`config.mk`:
```
export PLATFORM = sky130hd
export DESIGN_NAME = axi4lite_regfile_slave
export DESIGN_NICKNAME = d
export VERILOG_FILES = /design/src/rtl/axi4lite_pkg.sv /design/src/rtl/axi4lite_hold_reg.sv /design/src/rtl/axi4lite_regfile_slave.sv
export SDC_FILE = /design/constraint.sdc
export NUM_CORES = 2
export LEC_CHECK = 0
export ABC_AREA = 1
export CAP_MARGIN = 5
export CORE_AREA = 5 5 462 464
export DETAILED_ROUTE_END_ITERATION = 16
export DIE_AREA = 0 0 467 469
export PLACE_DENSITY = 0.38
export SLEW_MARGIN = 5
export SYNTH_ARGS = -nofsm -noshare
export SYNTH_HDL_FRONTEND = slang
export SYNTH_HIERARCHICAL = 1
export SYNTH_SLANG_ARGS = --single-unit
```
`constraint.sdc`:
```
create_clock -name A_CLK -period 21.5 [get_ports A_CLK]
set_input_delay 2.15 -clock A_CLK [delete_from_list [all_inputs] [get_ports A_CLK]]
set_output_delay 2.15 -clock A_CLK [all_outputs]
set_load 0.005 [all_outputs]
```
`src/rtl/axi4lite_pkg.sv`:
```
// axi4lite_pkg: shared AXI4-Lite slave types.
// Response codes, channel FSM states, strobe merge.
package axi4lite_pkg;

  typedef enum logic [1:0] {
    OKAY   = 2'b00,
    EXOKAY = 2'b01,
    SLVERR = 2'b10,
    DECERR = 2'b11
  } resp_t;

  typedef enum logic {
    W_IDLE = 1'b0,
    W_RESP = 1'b1
  } wr_state_t;

  typedef enum logic {
    R_IDLE = 1'b0,
    R_DATA = 1'b1
  } rd_state_t;

  localparam int MAX_DW = 64;
  localparam int MAX_SW = MAX_DW / 8;

  function automatic logic [MAX_DW-1:0] strb_merge(
    input logic [MAX_DW-1:0] old_d,
    input logic [MAX_DW-1:0] new_d,
    input logic [MAX_SW-1:0] strb
  );
    logic [MAX_DW-1:0] m;
    m = old_d;
    for (int i = 0; i < MAX_SW; i++) begin
      if (strb[i]) m[i*8 +: 8] = new_d[i*8 +: 8];
    end
    return m;
  endfunction

endpackage

```
`src/rtl/axi4lite_hold_reg.sv`:
```
// axi4lite_hold_reg: one-deep skid holder for a
// channel beat that arrived before its partner.
module axi4lite_hold_reg
  import axi4lite_pkg::*;
#(
  parameter int WIDTH = 32
) (
  input  logic             clk,
  input  logic             rst,
  input  logic             load,
  input  logic             clear,
  input  logic [WIDTH-1:0] d,
  output logic             held,
  output logic [WIDTH-1:0] q
);

  // capture payload on load, drop it once consumed
  always_ff @(posedge clk or posedge rst) begin
    if (rst) begin
      held <= 1'b0;
      q    <= '0;
    end else if (clear) begin
      held <= 1'b0;
    end else if (load) begin
      held <= 1'b1;
      q    <= d;
    end
  end

endmodule

```
`src/rtl/axi4lite_regfile_slave.sv`:
```
// axi4lite_regfile_slave: AXI4-Lite register file
// with RO registers fed from hardware.
module axi4lite_regfile_slave #(
  parameter int AXI_ADDR_WIDTH = 32,
  parameter int AXI_DATA_WIDTH = 32,
  parameter int NUM_REGS = 16,
  parameter logic [AXI_ADDR_WIDTH-1:0] BASE_ADDR = '0,
  parameter logic [NUM_REGS-1:0] RO_MASK = '0,
  localparam int AXI_STRB_WIDTH = AXI_DATA_WIDTH / 8
) (
  input  logic                         A_CLK,
  input  logic                         A_RST,
  input  logic                         AW_VALID,
  output logic                         AW_READY,
  input  logic [AXI_ADDR_WIDTH-1:0]    AW_ADDR,
  input  logic [2:0]                   AW_PROT,
  input  logic                         W_VALID,
  output logic                         W_READY,
  input  logic [AXI_DATA_WIDTH-1:0]    W_DATA,
  input  logic [AXI_STRB_WIDTH-1:0]    W_STRB,
  output logic                         B_VALID,
  input  logic                         B_READY,
  output logic [1:0]                   B_RESP,
  input  logic                         AR_VALID,
  output logic                         AR_READY,
  input  logic [AXI_ADDR_WIDTH-1:0]    AR_ADDR,
  input  logic [2:0]                   AR_PROT,
  output logic                         R_VALID,
  input  logic                         R_READY,
  output logic [AXI_DATA_WIDTH-1:0]    R_DATA,
  output logic [1:0]                   R_RESP,
  output logic [NUM_REGS*AXI_DATA_WIDTH-1:0] REG_OUT,
  input  logic [NUM_REGS*AXI_DATA_WIDTH-1:0] HW_IN,
  output logic [NUM_REGS-1:0]          WR_PULSE
);
  import axi4lite_pkg::*;

  localparam int AW  = AXI_ADDR_WIDTH;
  localparam int DW  = AXI_DATA_WIDTH;
  localparam int SW  = AXI_STRB_WIDTH;
  localparam int LSB = $clog2(SW);
  localparam int IW  = (NUM_REGS > 1) ? $clog2(NUM_REGS) : 1;
  localparam int WHW = DW + SW;

  // {hit, index}; a borrow out of the subtraction means below base
  function automatic logic [IW:0] decode(
    input logic [AW-1:0] a
  );
    logic [AW:0]   diff;
    logic [AW-1:0] off;
    logic          hit;
    diff = {1'b0, a} - {1'b0, BASE_ADDR};
    off  = diff[AW-1:0] >> LSB;
    hit  = !diff[AW] && (off < AW'(NUM_REGS));
    return {hit, off[IW-1:0]};
  endfunction

  wr_state_t wr_q, wr_d;
  rd_state_t rd_q, rd_d;

  logic aw_rdy_q, aw_rdy_d;
  logic w_rdy_q, w_rdy_d;
  logic ar_rdy_q, ar_rdy_d;
  logic b_vld_q, b_vld_d;
  logic r_vld_q, r_vld_d;
  resp_t b_rsp_q, b_rsp_d;
  resp_t r_rsp_q, r_rsp_d;
  logic [DW-1:0] r_dat_q, r_dat_d;
  logic [NUM_REGS-1:0] pls_q, pls_d;
  logic [DW-1:0] regs [NUM_REGS];

  logic aw_hs, w_hs, ar_hs;
  logic aw_held, w_held;
  logic aw_avail, w_avail;
  logic [AW-1:0] aw_q;
  logic [WHW-1:0] w_q;
  logic [AW-1:0] wa;
  logic [DW-1:0] wd;
  logic [SW-1:0] ws;
  logic [IW:0] w_dec, r_dec;
  logic w_hit, r_hit;
  logic [IW-1:0] w_idx, r_idx;
  resp_t w_rsp;
  logic commit, wr_ok;
  logic [MAX_DW-1:0] mrg;
  logic unused_ok;

  assign aw_hs = AW_VALID && aw_rdy_q;
  assign w_hs  = W_VALID && w_rdy_q;
  assign ar_hs = AR_VALID && ar_rdy_q;

  assign aw_avail = aw_held || aw_hs;
  assign w_avail  = w_held || w_hs;
  assign commit   = (wr_q == W_IDLE) && aw_avail && w_avail;
  assign wr_ok    = commit && (w_rsp == OKAY);

  axi4lite_hold_reg #(.WIDTH(AW)) u_aw_hold (
    .clk   (A_CLK),
    .rst   (A_RST),
    .load  (aw_hs && !commit),
    .clear (commit),
    .d     (AW_ADDR),
    .held  (aw_held),
    .q     (aw_q)
  );

  axi4lite_hold_reg #(.WIDTH(WHW)) u_w_hold (
    .clk   (A_CLK),
    .rst   (A_RST),
    .load  (w_hs && !commit),
    .clear (commit),
    .d     ({W_DATA, W_STRB}),
    .held  (w_held),
    .q     (w_q)
  );

  // pick held or live beats and classify the write target
  always_comb begin
    wa = aw_held ? aw_q : AW_ADDR;
    {wd, ws} = w_held ? w_q : {W_DATA, W_STRB};
    w_dec = decode(wa);
    w_hit = w_dec[IW];
    w_idx = w_dec[IW-1:0];
    if (!w_hit) w_rsp = DECERR;
    else if (RO_MASK[w_idx]) w_rsp = SLVERR;
    else w_rsp = OKAY;
    mrg = strb_merge(MAX_DW'(regs[w_idx]),
                     MAX_DW'(wd), MAX_SW'(ws));
  end

  // write FSM next state
  always_comb begin
    wr_d = wr_q;
    unique case (wr_q)
      W_IDLE: if (commit) wr_d = W_RESP;
      W_RESP: if (B_READY) wr_d = W_IDLE;
    endcase
  end

  // write channel outputs, computed one cycle ahead
  always_comb begin
    b_vld_d = b_vld_q;
    b_rsp_d = b_rsp_q;
    pls_d   = '0;
    if (commit) begin
      b_vld_d = 1'b1;
      b_rsp_d = w_rsp;
      if (w_rsp == OKAY) pls_d[w_idx] = 1'b1;
    end else if (wr_q == W_RESP && B_READY) begin
      b_vld_d = 1'b0;
    end
    aw_rdy_d = (wr_d == W_IDLE) && !(aw_avail && !commit);
    w_rdy_d  = (wr_d == W_IDLE) && !(w_avail && !commit);
  end

  // write FSM state and registered write outputs
  always_ff @(posedge A_CLK or posedge A_RST) begin
    if (A_RST) begin
      wr_q     <= W_IDLE;
      aw_rdy_q <= 1'b0;
      w_rdy_q  <= 1'b0;
      b_vld_q  <= 1'b0;
      b_rsp_q  <= OKAY;
      pls_q    <= '0;
    end else begin
      wr_q     <= wr_d;
      aw_rdy_q <= aw_rdy_d;
      w_rdy_q  <= w_rdy_d;
      b_vld_q  <= b_vld_d;
      b_rsp_q  <= b_rsp_d;
      pls_q    <= pls_d;
    end
  end

  // register storage, strobed update on an OKAY commit
  always_ff @(posedge A_CLK or posedge A_RST) begin
    if (A_RST) begin
      for (int i = 0; i < NUM_REGS; i++) regs[i] <= '0;
    end else if (wr_ok) begin
      regs[w_idx] <= mrg[DW-1:0];
    end
  end

  always_comb begin
    r_dec = decode(AR_ADDR);
    r_hit = r_dec[IW];
    r_idx = r_dec[IW-1:0];
  end

  // read FSM next state
  always_comb begin
    rd_d = rd_q;
    unique case (rd_q)
      R_IDLE: if (ar_hs) rd_d = axi4lite_pkg::R_DATA;
      axi4lite_pkg::R_DATA: if (R_READY) rd_d = R_IDLE;
    endcase
  end

  // read channel outputs; reads see pre-commit storage
  always_comb begin
    r_vld_d = r_vld_q;
    r_rsp_d = r_rsp_q;
    r_dat_d = r_dat_q;
    if (ar_hs) begin
      r_vld_d = 1'b1;
      r_rsp_d = r_hit ? OKAY : DECERR;
      if (!r_hit) r_dat_d = '0;
      else if (RO_MASK[r_idx])
        r_dat_d = HW_IN[r_idx*DW +: DW];
      else r_dat_d = regs[r_idx];
    end else if (rd_q == axi4lite_pkg::R_DATA && R_READY) begin
      r_vld_d = 1'b0;
    end
    ar_rdy_d = (rd_d == R_IDLE);
  end

  // read FSM state and registered read outputs
  always_ff @(posedge A_CLK or posedge A_RST) begin
    if (A_RST) begin
      rd_q     <= R_IDLE;
      ar_rdy_q <= 1'b0;
      r_vld_q  <= 1'b0;
      r_rsp_q  <= OKAY;
      r_dat_q  <= '0;
    end else begin
      rd_q     <= rd_d;
      ar_rdy_q <= ar_rdy_d;
      r_vld_q  <= r_vld_d;
      r_rsp_q  <= r_rsp_d;
      r_dat_q  <= r_dat_d;
    end
  end

  for (genvar g = 0; g < NUM_REGS; g++) begin : g_out
    assign REG_OUT[g*DW +: DW] = regs[g];
  end

  assign AW_READY = aw_rdy_q;
  assign W_READY  = w_rdy_q;
  assign AR_READY = ar_rdy_q;
  assign B_VALID  = b_vld_q;
  assign B_RESP   = b_rsp_q;
  assign R_VALID  = r_vld_q;
  assign R_RESP   = r_rsp_q;
  assign R_DATA   = r_dat_q;
  assign WR_PULSE = pls_q;

  assign unused_ok = ^{AW_PROT, AR_PROT, mrg};

endmodule

```
==> results_dict.tcl <==
set metrics [dict create \
    fin_setup_tns_ns 0 \
    cp.required_ns 22.10 \
    path_cells "clkdlybuf4s50_1 -> inv_1 -> nand2_4 -> nand2_4 -> nor2_2 -> nand2_1 -> nor2_4 -> buf_4 -> inv_2 -> buf_4 -> nand2_1 -> nand2_1" \
    dp.final_hpwl_microns 176000 \
    min_from "u_aw_hold/q[25]$_DFFE_PP0P_" \
    netlist_area_sq_mm 0.0365 \
    gr-usage-met1_pct 32.3 \
    cts_root_buffer "clkbuf_16" \
    hold_viol 0 \
    wl_microns 263000 \
    die_w_microns 467 \
    gp_congestion 0.846 \
    finalCritPeriodShare_pct 30.2 \
    layout_commonest_cell "nand2_1" \
    crit_path_start "AW_ADDR[2]" \
    slowest_stage "nor2_2" \
    grt-ovfl-total 0 \
    h-tree-depth 3 \
    ioPinCount 1194 \
    status "completed" \
    rsz0062_at_grt "no" \
    cts-resized-gates 0 \
    clk_pin_slew_worst_paths_ns 0.05 \
    hold_buffers 0 \
    seq_area_sq_mm 0.0159 \
    synth_fp_nets 6018 \
    arrival_ns 7.09 \
    cp-end-kind "flop" \
    top_usage_layer "met1" \
    drcViolationCount 0 \
    critical_path_class "input port to flop" \
    cts_tree "yes" \
    drive_above_1_share_pct 5.99 \
    relSlewSlack_pct 15.6 \
    worstMarginPinSlew_ns 1.26 \
    path_common_cell "nand2_1" \
    fin_cells 8717 \
    fp-row-count 168 \
    timing.rr.start "u_aw_hold/held$_DFFE_PP0P_" \
    p_per_area_mw_per_mm2 90.9 \
    fmax_mhz 154 \
    setup_viol 0 \
    core_sq_mm 0.209 \
    numCtsBuffers 89 \
    leakagePower_nw 23.2 \
    final_cell_mix "2727 x nand2_1, 992 x nand3_1, 667 x clkdlybuf4s50_1" \
    die-height_microns 469 \
    grt_max_degree 137 \
    avgSynthCellArea_sq_um 6.78 \
    drv_slew 0 \
    placed_cells 8548 \
    yosys_warnings 6 \
    finalClockSkew_ns 0.0333 \
    die-area_sq_mm 0.219 \
    cp_slowest_stage_delay_ns 0.88 \
    dr.first_iter.drc_count 5369 \
    grt_pass1_wl_microns 350000 \
    initial_core_util_pct 17.5 \
    n_fill_cell 23200 \
    final_nets 6459 \
    met2_usage_pct 31.8 \
    grt_use_total_pct 23.1 \
    cts_buffer_depth 3 \
    antenna_found_initial 41 \
    drt-pass1-iter-count 6 \
    area_growth_pct 33.1 \
    wl_per_cell_microns 30.1 \
    grt_pass1_vias 39200 \
    vdd_ir_drop_max_mv 0.0673 \
    finalWorstPathRequiredPeriod_ns 6.49 \
    synthCells 5393 \
    cts_sinks 637 \
    holdPathStages 2 \
    met3_usage_pct 9.71 \
    dr_total_vias 41800 \
    post_cts_buffers 0 \
    start_kind "input port" \
    drt.antenna.violating_nets 0 \
    portBuffers 671 \
    holdCritPathClass "flop to flop" \
    multi_input_area_sq_mm 0.0185 \
    viasPerCell 4.79 \
    worstPathMaxFanout 54 \
    maxCapViolCount 0 \
    rr_worst_depth 11 \
    clk_latency_ns 0.74 \
]
where the power goes:
part	switching [W]	internal [W]	total [W]
Combinational	0.00135	0.000210	0.00156
Sequential	0.0000455	0.00127	0.00131
Clock	0.000641	0.000912	0.00155
Total	0.00203	0.00239	0.00442
worst max-delay path: cells and delay by family:
kind / cells / cell delay, ns
buf+inv: 5 / 2.37
simple gates: 7 / 2.50
sequential cells by signal, indices dropped and copies added (netlist names), 16 cells and up:
| signal | count |
|---|---|
| u_aw_hold/q | 30 |
| REG_OUT | 512 |
| R_DATA | 32 |
| u_w_hold/q | 36 |
| WR_PULSE | 16 |
final timing paths:
path	end	slack, ns
max	REG_OUT[236]$_DFFE_PP0P_	15.01
min	u_aw_hold/q[25]$_DFFE_PP0P_	0.47
max reg2reg	REG_OUT[236]$_DFFE_PP0P_	16.08
min reg2reg	u_aw_hold/q[25]$_DFFE_PP0P_	0.47
max in group asynchronous	REG_OUT[87]$_DFFE_PP0P_	16.23
min in group asynchronous	u_aw_hold/q[5]$_DFFE_PP0P_	2.01
per-layer routing:
layer  share of wire [%]  vias up  wire length, microns
met1                  45    20600                117000
met5               0.044        -                   116
met4                 3.3       18                  8790
li1                    -    18300                     -
met3                  13      353                 33800
met2                  39     2443                103000
final cells by class:
cell class	count	area share [%]
clock buffers	136	5.48
multi-input cells	4275	38.0
flip-flops and latches	637	32.8
inverters	61	0.527
repair buffers	770	15.4
well taps	2805	7.22
diodes	18	0.0926
clock inverters	15	0.589
metrics by stage:
step | area (sq um) | util, % | setup WS, ns | hold WS (ns) | total power [W]
floorplan | 36500 | - | 3.43 | 0.433 | 0.00215
global placement | 45600 | 21.9 | 14.23 | 0.452 | 0.00288
detailed placement | 45600 | 21.9 | 14.23 | 0.455 | 0.00288
CTS | 48600 | 23.3 | 15.03 | 0.469 | 0.00445
global route | 48600 | 23.3 | 15.03 | 0.482 | 0.00457
finish | 48600 | 23.3 | 15.01 | 0.468 | 0.00442
Power figures use the tool's default switching activity.
